[src/rtl/result_accumulator_pkg.sv]
// Shared definitions for the result accumulator.
// Holds the default widths and the control state encoding used by the
// top level and visible on its debug output.
package result_accumulator_pkg;

  localparam int ACC_W_DEF = 40;
  localparam int CNT_W_DEF = 8;

  typedef enum logic [1:0] {
    IDLE  = 2'd0,
    ACCUM = 2'd1,
    DONE  = 2'd2
  } state_t;

endpackage

[src/rtl/acc_add.sv]
// Combinational unsigned adder with carry out.
// Ports:
//   a_i, b_i  : W-bit operands
//   sum_o     : low W bits of a_i + b_i
//   carry_o   : carry out of bit W-1 (sum did not fit in W bits)
module acc_add #(
  parameter int W = 40
) (
  input  logic [W-1:0] a_i,
  input  logic [W-1:0] b_i,
  output logic [W-1:0] sum_o,
  output logic         carry_o
);

  assign {carry_o, sum_o} = {1'b0, a_i} + {1'b0, b_i};

endmodule

[src/rtl/result_accumulator.sv]
// Frame accumulator: sums frame_len consecutive input results into one
// saturating ACC_W-bit frame sum and offers it downstream.
// Ports:
//   clk, nrst                   : clock, asynchronous active-low reset
//   in_valid/in_ready/in_data   : input stream
//   frame_len                   : samples per frame (0 = 2^CNT_W), taken
//                                 on the first sample of each frame
//   clear                       : synchronous abort of the current frame
//   out_valid/out_ready/out_data/out_ovf : frame result stream
//   busy                        : frame in progress or result pending
//   dbg_state                   : current control state (state_t encoding)
// Handshake: a transfer happens on a rising edge where valid and ready are
// both high; valid never depends on ready, and out_data/out_ovf stay
// stable while out_valid is high and out_ready is low.
module result_accumulator
  import result_accumulator_pkg::*;
#(
  parameter int ACC_W = ACC_W_DEF,
  parameter int CNT_W = CNT_W_DEF
) (
  input  logic             clk,
  input  logic             nrst,
  input  logic             in_valid,
  input  logic [ACC_W-1:0] in_data,
  output logic             in_ready,
  input  logic [CNT_W-1:0] frame_len,
  input  logic             clear,
  output logic             out_valid,
  output logic [ACC_W-1:0] out_data,
  output logic             out_ovf,
  input  logic             out_ready,
  output logic             busy,
  output logic [1:0]       dbg_state
);

  localparam logic [CNT_W:0] CNT_ONE = {{CNT_W{1'b0}}, 1'b1};

  state_t           state_q, state_d;
  logic [ACC_W-1:0] acc_q, acc_d;
  logic [CNT_W:0]   cnt_q, cnt_d;
  logic [CNT_W:0]   len_q, len_d;
  logic             ovf_q, ovf_d;

  logic             in_fire;
  logic             out_fire;
  logic [CNT_W:0]   len_in;
  logic [CNT_W:0]   cnt_inc;
  logic [ACC_W-1:0] add_sum;
  logic             add_carry;

  acc_add #(.W(ACC_W)) u_add (
    .a_i     (acc_q),
    .b_i     (in_data),
    .sum_o   (add_sum),
    .carry_o (add_carry)
  );

  assign in_ready  = (state_q != DONE);
  assign out_valid = (state_q == DONE);
  assign busy      = (state_q != IDLE);
  assign out_data  = acc_q;
  assign out_ovf   = ovf_q;
  assign dbg_state = state_q;

  assign in_fire  = in_valid & in_ready;
  assign out_fire = out_valid & out_ready;
  assign cnt_inc  = cnt_q + CNT_ONE;

  // A zero length field stands for 2^CNT_W, which needs the extra bit.
  assign len_in = (frame_len == '0) ? {1'b1, {CNT_W{1'b0}}} : {1'b0, frame_len};

  always_comb begin
    state_d = state_q;
    acc_d   = acc_q;
    cnt_d   = cnt_q;
    len_d   = len_q;
    ovf_d   = ovf_q;
    if (clear) begin
      state_d = IDLE;
      acc_d   = '0;
      cnt_d   = '0;
      ovf_d   = 1'b0;
    end else begin
      case (state_q)
        IDLE: begin
          if (in_fire) begin
            acc_d   = in_data;
            cnt_d   = CNT_ONE;
            len_d   = len_in;
            ovf_d   = 1'b0;
            state_d = (len_in == CNT_ONE) ? DONE : ACCUM;
          end
        end
        ACCUM: begin
          if (in_fire) begin
            // Once the sum has overflowed it stays pinned at all ones.
            acc_d = (add_carry || ovf_q) ? '1 : add_sum;
            ovf_d = ovf_q | add_carry;
            cnt_d = cnt_inc;
            if (cnt_inc == len_q) begin
              state_d = DONE;
            end
          end
        end
        DONE: begin
          if (out_fire) begin
            state_d = IDLE;
          end
        end
        default: state_d = IDLE;
      endcase
    end
  end

  always_ff @(posedge clk or negedge nrst) begin
    if (!nrst) begin
      state_q <= IDLE;
      acc_q   <= '0;
      cnt_q   <= '0;
      len_q   <= '0;
      ovf_q   <= 1'b0;
    end else begin
      state_q <= state_d;
      acc_q   <= acc_d;
      cnt_q   <= cnt_d;
      len_q   <= len_d;
      ovf_q   <= ovf_d;
    end
  end

endmodule

[config.mk]
export PLATFORM = sky130hd
export DESIGN_NAME = result_accumulator
export DESIGN_NICKNAME = d
export VERILOG_FILES = /design/src/rtl/result_accumulator_pkg.sv /design/src/rtl/acc_add.sv /design/src/rtl/result_accumulator.sv
export SDC_FILE = /design/constraint.sdc
export NUM_CORES = 1
export LEC_CHECK = 0
export ABC_AREA = 1
export CORE_UTILIZATION = 31
export CTS_BUF_LIST = sky130_fd_sc_hd__clkbuf_2 sky130_fd_sc_hd__clkbuf_4 sky130_fd_sc_hd__clkbuf_8
export DETAILED_ROUTE_END_ITERATION = 8
export GPL_ROUTABILITY_DRIVEN = 0
export GPL_TIMING_DRIVEN = 0
export REMOVE_ABC_BUFFERS = 1
export SYNTH_ARGS = -nofsm -noshare
export SYNTH_HDL_FRONTEND = slang
export SYNTH_SLANG_ARGS = --single-unit
[constraint.sdc]
create_clock -name clk -period 5.1 [get_ports clk]
set_clock_uncertainty 0.05 [all_clocks]
set_input_delay 0.765 -clock clk [delete_from_list [all_inputs] [get_ports clk]]
set_output_delay 0.765 -clock clk [all_outputs]
set_load 0.005 [all_outputs]
* After elaboration in Yosys (flattened, before gate mapping)
Index checks and enable logic that the tools add are counted.
** Operators by class
- $add $sub $neg :: 2
- Eq/ne operators :: 9
- Muxes and demuxes :: 21
- Bitwise gates (word level) :: 4
- Reductions and logical operators :: 8
** Operators by type and width (number)
- $mux W40 :: 4
- $pmux W40 S2 :: 1
- $add A40 B40 Y41 :: 1
- $mux W9 :: 4
- $pmux W9 S2 :: 1
- $mux W2 :: 6
- $add A9 B1 Y9 const B :: 1
- $eq A9 B1 Y1 const B :: 1
- $eq A9 B9 Y1 :: 1
- $ne A3 B3 Y1 const B :: 3
- $logic_not A8 Y1 :: 1
- $pmux W2 S3 :: 1
- $reduce_and A3 Y1 :: 2
- $reduce_and A4 Y1 :: 1
- $mux W1 :: 3
- $ne A3 B2 Y1 const B :: 1
- $reduce_bool A3 Y1 :: 1
- $and A1 B1 Y1 :: 2
- $eq A2 B1 Y1 const B :: 1
- $eq A2 B2 Y1 const B :: 1
- $logic_not A2 Y1 :: 1
- $ne A2 B2 Y1 const B :: 1
- $pmux W1 S2 :: 1
- $reduce_bool A2 Y1 :: 1
- 3 further kinds :: 3
** Word-level totals
- Register bits after elaboration :: 61
- Bits of input ports :: 53

* Longest topological paths before layout
- Depth in word-level cells :: 7
- Gate-level depth with buffers :: 16
- Mapped depth without buffers :: 16

* Cells and area by module
Synthesis repeated with hierarchy kept, for this count alone.
** Unflattened totals
- Cell total of the unflattened synthesis :: 975
- Area total of the unflattened synthesis :: 5997.0 um^2
** By module, submodules not included
- acc_add :: instances 1, cells an instance 624, area each 3044.2 um^2
- result_accumulator :: instances 1, cells an instance 351, area each 2952.8 um^2

* Worst setup path after synthesis
Ideal clock, no wire load.
- Path kind :: input port to flip-flop
- From :: input in_data[0]
- To :: register acc_q[36] (netlist: out_data[36])
- Setup time :: 124 ps
- Data arrival time :: 2457 ps
- Slack :: 2468 ps
- Stages :: 13
- Cell sequence :: ha_1 -> fa_1 -> nand3_1 -> nand3_2 -> nand2_1 -> nand2_1 -> nand2_1 -> nand3_2 -> nand3_2 -> nand3_2 -> buf_6 -> nor2_1 -> o21bai_2
** On the way
- Cells in the longest elaborated chain, start to end :: 6
** Ends and longest elaborated chain
- start: declaration :: line result_accumulator.sv:24 : input logic [ACC_W-1:0] in_data,
- $add A40 B40 Y41 * :: line acc_add.sv:15 : assign {carry_o, sum_o} = {1'b0, a_i} + {1'b0, b_i};
- $logic_or A1 B1 Y1 :: line result_accumulator.sv:97 : acc_d = (add_carry || ovf_q) ? '1 : add_sum;
- $mux W40 * :: line result_accumulator.sv:97
- $mux W40 * :: line result_accumulator.sv:95 : if (in_fire) begin
- $pmux W40 S2 * :: line result_accumulator.sv:84 : case (state_q)
- $mux W40 * :: line result_accumulator.sv:78 : if (clear) begin
- end signal: assignment :: line result_accumulator.sv:118 : acc_q <= '0;
- end signal: assignment :: line result_accumulator.sv:124 : acc_q <= acc_d;
- end: declaration :: line result_accumulator.sv:39 : logic [ACC_W-1:0] acc_q, acc_d;
Every way passes the cells marked *; elsewhere a longest branch is shown, timed or not. The select of a mux whose other input is x is not followed.
A chain may end at the register's enable or synchronous reset.

* Worst setup path after layout
- From :: input in_data[0]
- To :: register acc_q[24] (netlist: out_data[24])
Same word-level chain as after synthesis.

==> metrics.md <==
| Metric | Value |
|---|---|
| Worst EP arrival | `3.86 ns` |
| Tcrit/Tclk final | `71.7%` |
| Nets | `1181` |
| Setup crit end kind | `flip-flop` |
| Core area | `18800 um2` |
| Slew margin rel. | `37.2%` |
| Initial Utilization | `about a third` |
| Fmax | `0.273 GHz` |
| Register-to-Register Setup Slack | `1.88 ns` |
| Clock buffer count from CTS | `9` |
| Syn avg cell area | `5.99 um2` |
| Die H | `roughly 140 um` |
| Reg-to-reg startpoint | `out_data[0]` |
| Final core occ | `between 30 and 40%` |
| Share of the yosys chip area belonging to registers | `between 20% and 30%` |
| Vias in the first global route | `6069` |
| Post-synth EDFFs | `0` |
| Hold buffer count at cts | `0` |
| RSZ-0062 raised after global routing | `false` |
| Critical path fanouts, max | `40` |
| Family with the most delay on the worst path | `simple AND/OR/NAND/NOR gates` |
| Buf/Inv on CP | `1` |
| Maxcap violations | `0` |
| Critical-path top delay cell | `nand3_2` |
| Maximum VDD drop | `0.123 mV` |
| Area growth, synth to finish | `24.1%` |
| Syn Inst Count | `993` |
| Fin crit period | `between 3 and 4 ns` |
| Crit start category | `input pin` |
| Status | `finished, final reports clean` |
| CTS tree | `yes` |
| Proportion of layout cells with a drive suffix above 1 | `~3.1%` |
| Slew @ Worst Pin | `0.939 ns` |
| Area of the multi-input gates | `between 3000 and 4000 um2` |
| # rows | `50` |
| Routed vias | `6335` |
| Mapped Area | `5950 um2` |
| Fill count | `roughly 2.1k` |
| Largest net degree at the start of global routing | `62` |
| Hold Path Class | `in2async` |
| Clock Latency Late Sink | `0.38 ns` |
| # port buffers | `slightly below 100` |
| Post-cts gate resize count | `0` |
| CTS H-tree depth | `3` |
| Post-route ant nets | `0` |
| TNS Setup | `0 ns` |
| Power per Cell Area | `274 nW/um2` |
| Remaining Overflow, GRT | `0` |
| Post-CTS Setup Repair Bufs | `0` |
| CP Cell Sequence | `clkdlybuf4s50_1, ha_1, fa_1, nand3_1, nand3_2, nand2_1, nand2_1, nand2_1, nand3_2, nand3_2, nand3_2, nor2_1, o21ai_1` |
| Detailed-router iteration count before antenna repair | `5` |
| Setup-failing EPs final | `0` |
| Gr usage total | `19.1%` |
| Drt first-iter violations | `381` |
| Worst reg2reg endpoint | `out_data[24]` |
| Sink Count | `61` |
| Crit path from | `in_data[0]` |
| DR vias/cell | `4.78` |
| Worst path most repeated cell | `nand3_2` |
| Routed WL | `18200 um` |
| Area of the die | `19800 um2` |
| Leak Pwr | `0.00380 uW` |
| IO Count | `99` |
| WS Path Type | `in2reg` |
| First-pass GRT wire length | `29900 um` |
| Width of the chip | `141 um` |
| Register area | `1530 um2` |
| Ys flop type | `dfrtp_1` |
| Synth cell types | `34` |
| Warnings, synthesis | `0` |
| Initial antenna violation count | `0` |
| Clock transition at path regs | `0.08 ns` |
| Req. time, crit path | `around 5.3 ns` |
| DRC viols | `0` |
| DR WL/cell | `13.7 um` |
| Worst reg2reg path depth | `12` |
| Root Driver | `clkbuf_8` |
| Yosys reg bits | `slightly above 60` |
| CP max stage delay | `0.66 ns` |
| Count of final max-slew check failures | `0` |
| Diode count | `0` |
| Post-DP HPWL | `~14000 um` |
| Final Hold Viols | `0` |
| Synth async-reset ratio | `100%` |
| Clk buf depth | `2` |
[cell usage in the layout, fill, tap and decap left out, types with 2 or more instances in the layout]
master             n
nand2_1          356
inv_1            130
nor2_1           123
clkdlybuf4s50_1   97
dfrtp_1           61
o21ai_0           57
nand3_1           47
o21ai_1           41
ha_1              41
a21oi_1           37
xor2_1            23
nand4_1           10
clkbuf_8          10
nor3_1             7
o22ai_1            7
nor2_2             4
o21a_1             4
nand3b_1           4
nand3_2            4
inv_2              3
nor2_4             3
o21bai_1           2
nand2_2            2
clkinv_4           2
bufinv_16          2
[how the worst max path moves through the flow]
stage | to | slack [ns] | cells after the start
6_report | out_data[24] | 1.44 | 13
5_1_grt | out_data[9] | 1.18 | 13
4_1_cts | out_data[24] | 1.43 | 13
3_5_place_dp | out_data[37] | 1.04 | 13
3_3_place_gp | out_data[39] | 0.47 | 5
2_1_floorplan | out_data[36] | 2.16 | 12
[registers in the layout, indices dropped and copies added (netlist names)]
name,flops
out_ovf,1
len_q,9
dbg_state,2
cnt_q,9
out_data,40
[final cells by class]
| class | instances | share of cell area [%] |
|---|---|---|
| clock buffer | 10 | 1.86 |
| clock inverter | 5 | 1.15 |
| timing repair buffer | 99 | 13.6 |
| multi-input combinational | 781 | 51.9 |
| tap | 234 | 3.96 |
| sequential | 61 | 20.7 |
| inverter | 134 | 6.81 |
[power by group]
group          internal [uW]  switching (uW)  leakage, uW  total (uW)
Combinational            358             547      0.00289         905
Sequential               547            54.3     0.000807         601
Clock                    287             226     0.000109         514
Total                   1190             828      0.00380        2020
[stage by stage]
stage | worst slack (ns) | hold slack, ns | total power [uW] | instances | instance area, um2
floorplan | 2.16 | 0.405 | 1170 | 976 | 5860
global placement | 0.466 | 0.447 | 1500 | 1308 | 7130
detailed placement | 1.04 | 0.447 | 1510 | 1308 | 7130
CTS | 1.43 | 0.468 | 2030 | 1323 | 7360
global route | 1.18 | 0.507 | 2180 | 1324 | 7380
finish | 1.44 | 0.437 | 2020 | 1324 | 7380
[cells by family (layout without fill, tap and decap cells)]
kind of cell	count (synthesis)	count (layout)	share of synthesized area (%)
AO/OA/AOI/OAI	152	152	13.4
XOR/XNOR	24	24	3.53
adder cells (fa/ha/maj)	42	42	8.96
buffers and inverters	151	248	10.0
flip-flops	61	61	25.7
AND/OR/NAND/NOR	563	563	38.4
[worst register-to-register path, cell delays in order, from the launching register on]
cell,delay [ns]
dfrtp_1,0.41
ha_1,0.24
fa_1,0.45
nand3_1,0.12
nand3_2,0.12
nand2_1,0.08
nand2_1,0.15
nand2_1,0.12
nand3_2,0.13
nand3_2,0.12
nand3_2,0.66
nor2_1,0.36
o21ai_1,0.10
[synth_stat cells, types with 3 or more instances]
cell	count	area share [%]
a21oi_1	37	3.1
nor3_1	7	0.59
nor2_1	124	7.8
nand4_1	10	1.1
nand2_1	356	22
buf_6	4	0.76
inv_2	3	0.19
nand3_2	4	0.67
nor2_2	4	0.42
nand3_1	47	4.0
clkbuf_1	12	0.76
o21ai_1	41	3.4
o21ai_0	57	4.8
nand3b_1	4	0.50
o21a_1	4	0.50
dfrtp_1	61	26
o22ai_1	7	0.74
xor2_1	23	3.4
inv_1	130	8.2
ha_1	41	8.6
[routing by layer]
| layer | track usage [%] | routed length (um) |
|---|---|---|
| met1 | 26.6 | 8990 |
| met3 | 3.56 | 1050 |
| met5 | 0 | 0 |
| met4 | 5.49 | 286 |
| met2 | 29.9 | 7870 |
Power figures use the tool's default switching activity.
